`src/rtl/mc_river_game_engine.sv`:
```
// Interactive missionaries/cannibals engine: validates boat moves, tracks banks, reports solved/failed.
// All outputs registered; a legal move is visible one edge after handshake; move_ready drops in terminal states.
module mc_river_game_engine #(
    parameter int N_PAIRS  = 3,
    parameter int BOAT_CAP = 2,
    parameter int STEP_W   = 8,
    localparam int CW      = $clog2(N_PAIRS + 1)
) (
    input  logic              clock,
    input  logic              reset,
    input  logic              restart,
    input  logic              move_valid,
    output logic              move_ready,
    input  logic [CW-1:0]     move_m,
    input  logic [CW-1:0]     move_c,
    output logic              illegal_move,
    output logic [CW-1:0]     missionary_left,
    output logic [CW-1:0]     cannibal_left,
    output logic              boat_side,
    output logic [STEP_W-1:0] step_count,
    output logic [2:0]        finish
);

    typedef enum logic [1:0] {
        PLAY   = 2'd0,
        SOLVED = 2'd1,
        FAILED = 2'd2
    } state_t;

    localparam logic [CW-1:0] NP = CW'(N_PAIRS);

    state_t              state_q, state_d;
    logic [CW-1:0]       ml_q, ml_d, cl_q, cl_d;
    logic                boat_q, boat_d;
    logic [STEP_W-1:0]   step_q, step_d;
    logic                illegal_q, illegal_d;
    logic                ready_q, ready_d;
    logic [2:0]          finish_q, finish_d;

    logic [31:0]         sum_w;
    logic                size_ok, avail_ok, legal, handshake;
    logic [CW-1:0]       mr_q, cr_q;
    logic [CW-1:0]       ml_mv, cl_mv, mr_mv, cr_mv;
    logic                eaten, cleared;

    // Load summed at 32 bits so no boat load can wrap around the capacity test.
    assign sum_w     = 32'(move_m) + 32'(move_c);
    assign size_ok   = (sum_w != 32'd0) && (sum_w <= 32'(BOAT_CAP));
    assign mr_q      = NP - ml_q;
    assign cr_q      = NP - cl_q;
    assign avail_ok  = boat_q ? ((move_m <= mr_q) && (move_c <= cr_q))
                              : ((move_m <= ml_q) && (move_c <= cl_q));
    assign legal     = size_ok && avail_ok;
    assign handshake = move_valid && ready_q;

    assign ml_mv   = boat_q ? (ml_q + move_m) : (ml_q - move_m);
    assign cl_mv   = boat_q ? (cl_q + move_c) : (cl_q - move_c);
    assign mr_mv   = NP - ml_mv;
    assign cr_mv   = NP - cl_mv;
    assign eaten   = ((ml_mv != '0) && (cl_mv > ml_mv)) || ((mr_mv != '0) && (cr_mv > mr_mv));
    assign cleared = (ml_mv == '0) && (cl_mv == '0);

    always_comb begin
        state_d   = state_q;
        ml_d      = ml_q;
        cl_d      = cl_q;
        boat_d    = boat_q;
        step_d    = step_q;
        illegal_d = 1'b0;
        case (state_q)
            PLAY: begin
                if (handshake) begin
                    if (legal) begin
                        ml_d   = ml_mv;
                        cl_d   = cl_mv;
                        boat_d = ~boat_q;
                        if (step_q != {STEP_W{1'b1}}) begin
                            step_d = step_q + 1'b1;
                        end
                        if (eaten) begin
                            state_d = FAILED;
                        end else if (cleared) begin
                            state_d = SOLVED;
                        end
                    end else begin
                        illegal_d = 1'b1;
                    end
                end
            end
            SOLVED:  state_d = SOLVED;
            FAILED:  state_d = FAILED;
            default: state_d = PLAY;
        endcase
        ready_d  = (state_d == PLAY);
        finish_d = (state_d == SOLVED) ? 3'b001 :
                   (state_d == FAILED) ? 3'b010 : 3'b000;
    end

    // reset and restart share the same initial values, so one branch serves both.
    always_ff @(posedge clock) begin
        if (reset || restart) begin
            state_q   <= PLAY;
            ml_q      <= NP;
            cl_q      <= NP;
            boat_q    <= 1'b0;
            step_q    <= '0;
            illegal_q <= 1'b0;
            ready_q   <= 1'b1;
            finish_q  <= 3'b000;
        end else begin
            state_q   <= state_d;
            ml_q      <= ml_d;
            cl_q      <= cl_d;
            boat_q    <= boat_d;
            step_q    <= step_d;
            illegal_q <= illegal_d;
            ready_q   <= ready_d;
            finish_q  <= finish_d;
        end
    end

    assign move_ready      = ready_q;
    assign illegal_move    = illegal_q;
    assign missionary_left = ml_q;
    assign cannibal_left   = cl_q;
    assign boat_side       = boat_q;
    assign step_count      = step_q;
    assign finish          = finish_q;

endmodule

```
`config.mk`:
```
export PLATFORM = sky130hd
export DESIGN_NAME = mc_river_game_engine
export DESIGN_NICKNAME = d
export VERILOG_FILES = /design/src/rtl/mc_river_game_engine.sv
export SDC_FILE = /design/constraint.sdc
export NUM_CORES = 1
export LEC_CHECK = 0
export BUFFER_PORTS_ARGS = -buffer_cell sky130_fd_sc_hd__buf_2
export CAP_MARGIN = 20
export CORE_ASPECT_RATIO = 0.5
export CORE_UTILIZATION = 25
export CTS_BUF_LIST = sky130_fd_sc_hd__clkbuf_16
export DETAILED_ROUTE_END_ITERATION = 8
export SYNTH_ARGS = -nofsm -noshare
export SYNTH_HDL_FRONTEND = slang
export SYNTH_SLANG_ARGS = --single-unit
```
`constraint.sdc`:
```
create_clock -name clock -period 3.84 [get_ports clock]
set_clock_uncertainty 0.1 [all_clocks]
set_input_delay 0.768 -clock clock [delete_from_list [all_inputs] [get_ports clock]]
set_output_delay 0.768 -clock clock [all_outputs]
set_load 0.01 [all_outputs]
```
==> results.json <==
{
  "end_kind": "flop",
  "finalCritPeriodShare": 0.8293,
  "layout.nets": 203,
  "worstHoldPathType": "flop to flop",
  "cts-root-buf": "clkbuf_16",
  "worstReg2RegEnd": "finish[1]",
  "synth_edf_count": 0,
  "cp.depth": 8,
  "regArea_um2": 380.4,
  "layout_setup_ws_ns": 0.6554,
  "cts_sinks": 19,
  "fill_cells": 547,
  "synthDistinctLibCells": 42,
  "crit_path_cell_trace": "buf_2, ha_1, fa_1, xnor2_1, or3_1, a2111oi_4, a31oi_1, a41o_1",
  "ys_warn_count": 0,
  "post-route-cell-area_mm2": 0.001603,
  "ir_drop_v": 0.0001448,
  "grt_pass1_vias": 1057,
  "fmax_mhz": 314.0,
  "hold_viol": 0,
  "firstDrtPassIters": 6,
  "postCtsSetupBuffers": 0,
  "wl_per_cell_um": 12.46,
  "clk_pin_slew_ns": 0.06,
  "crit_end": "step_count[4]",
  "worstSetupStartpointType": "input pin",
  "place_congestion": 0.8229,
  "power_density_mw_per_mm2": 353.4,
  "die_area_mm2": 0.005670,
  "path_delay_family": "compound AO/OA/AOI/OAI gates",
  "drv_slew": 0,
  "status": "complete, no violations",
  "syn2layout_area_growth_pct": 19.72,
  "io_buffers": 24,
  "synth_top_area_frac": 0.2841,
  "fp.dieW_um": 105.5,
  "finalSetupViolCount": 0,
  "layout-drive-gt1-share": 0.1943,
  "critPathMaxStageDelay_ns": 0.68,
  "syn-num-nets": 179,
  "die_height_um": 53.75,
  "antenna_cells": 0,
  "ys_ff_latch": 19,
  "pre_cts_slack_ns": 0.3840,
  "syn_area_mm2": 0.001339,
  "synthTopCellsByArea": "dfxtp_1, ha_1, fa_1, inv_1, nor3_1",
  "post-route-drc-count": 0,
  "wirelength_um": 3052,
  "initial_utilization": 0.2654,
  "cp_max_fo": 10,
  "ant_nets": 0,
  "ff2ff_setup_slack_ns": 0.93,
  "arrival_ns": 3.23,
  "rows": 18,
  "cts_buffer_depth": 2,
  "syn_avg_cell_area_um2": 8.808,
  "ios": 26,
  "dp.cells": 241,
  "clock_latency_ns": 0.25,
  "rsz0062_at_grt": "no",
  "num_vias": 1129,
  "setup_tns_ns": 0,
  "coreArea_mm2": 0.005045,
  "synth-main-ff-cell": "dfxtp_1",
  "cts_resized": 0,
  "crit_buf_inv": 1,
  "grt_max_degree": 13,
  "synth-seq-area-share": 0.2841,
  "vias_per_cell": 4.608,
  "antenna_found_initial": 0,
  "layout.cells.non_filler": 245,
  "ys_async_sr_fraction": 0,
  "cts_buffers": 3,
  "grt_overflow": 0,
  "worst_pin_slew_ns": 0.6827,
  "critPathRequiredTime_ns": 3.89,
  "slew_headroom": 0.5449,
  "cts_hold_buf": 0,
  "htree_levels": 1,
  "multi_input_area_um2": 878.3,
  "crit_slowest_cell": "a2111oi_4",
  "final.min_clock_period_ns": 3.185,
  "cts_tree": "yes",
  "grt.total_usage": 0.1178,
  "grt_pass1_wl_um": 5126,
  "yosys.area.top_type": "dfxtp_1",
  "drtIter0Drc": 34,
  "cap_viol_max_count": 0,
  "place_hpwl_um": 2375,
  "dpl-instance-area_mm2": 0.001523,
  "syn-instance-count": 152,
  "critPathKind": "input pin to flop",
  "cp-startpoint": "move_m[0]",
  "p_leak_nw": 0.7008,
  "ff2ff_path_depth": 12,
  "r2r-start": "missionary_left[0]"
}
==> routing by layer <==
layer,vias up,GRT usage,part of all wire,routed length (um)
li1,597,-,-,-
met1,517,0.1545,0.53,1620
met4,0,0.02083,0.0062,19
met2,13,0.1985,0.43,1326
met3,2,0.03390,0.028,85
met5,-,0,0,0
==> cells by family after synthesis <==
family                     after synthesis  share of synthesized area
AOI/OAI and AO/OA                       30                     0.1813
other                                    1                   0.002801
DFF                                     19                     0.2841
and+or+nand+nor                         54                     0.2131
buffers and inverters                   20                    0.05981
xor gates and xnor gates                 4                    0.02617
muxes                                    5                    0.03832
adders and majority gates               19                     0.1944
==> worst min-delay path, cell delays in order (launching register included) <==
cell and delay [ns]:
dfxtp_1 0.33, nand2_1 0.06, mux2i_1 0.05
==> power breakdown <==
part           leakage [nW]  total (W)  internal (W)  switching, W
Combinational         0.506   0.000135     0.0000555     0.0000799
Clock                0.0409   0.000222      0.000140     0.0000824
Sequential            0.154   0.000209      0.000203    0.00000600
==> cell usage after synthesis, types with 3 or more instances <==
library cell	number
mux2i_1	4
ha_1	16
xnor2_1	3
o31ai_1	3
inv_1	15
a21oi_1	6
or3_1	6
nor3_1	9
clkbuf_1	3
or4_1	3
dfxtp_1	19
o211ai_1	3
nand3_1	4
nor2_1	8
nand2_1	10
fa_1	3
==> per-stage QoR <==
step | total power [W] | util | hold slack (ns)
finish | 0.0005664 | 0.3177 | 0.3907
global route | 0.0005959 | 0.3177 | 0.4259
CTS | 0.0005717 | 0.3177 | 0.3942
detailed placement | 0.0003485 | 0.3018 | 0.3859
global placement | 0.0003445 | 0.3018 | 0.3745
floorplan | 0.0003149 | - | 0.3833
==> registers in the layout, indices dropped and copies added (netlist names) <==
| name | flops |
|---|---|
| state_q | 2 |
| illegal_move | 1 |
| boat_side | 1 |
| finish | 2 |
| step_count | 8 |
| missionary_left | 2 |
| move_ready | 1 |
| cannibal_left | 2 |
==> worst min-delay path by stage <==
stage | start | end | slack (ns) | cells after the start
after floorplan | state_q[0] | move_ready | 0.38 | 1
after global placement | step_count[7] | step_count[7] | 0.37 | 2
after detailed placement | step_count[7] | step_count[7] | 0.39 | 2
after CTS | step_count[7] | step_count[7] | 0.39 | 2
after global routing | step_count[7] | step_count[7] | 0.43 | 2
final | step_count[7] | step_count[7] | 0.39 | 2
==> placed cells by master (no fill, tap or decap), types with 6 or more instances in the layout <==
cell	count
buf_2	24
dfxtp_1	19
ha_1	16
inv_1	15
nand2_1	10
nor3_1	9
nor2_1	8
or3_1	6
a21oi_1	6
==> area by class of cell <==
type	count	area share
Multi-Input combinational cell	113	0.5480
Sequential cell	19	0.2373
Timing Repair Buffer	24	0.07494
Tap cell	70	0.05464
Clock buffer	3	0.04684
Inverter	15	0.03513
Clock inverter	1	0.003123
Power figures use the tool's default switching activity.
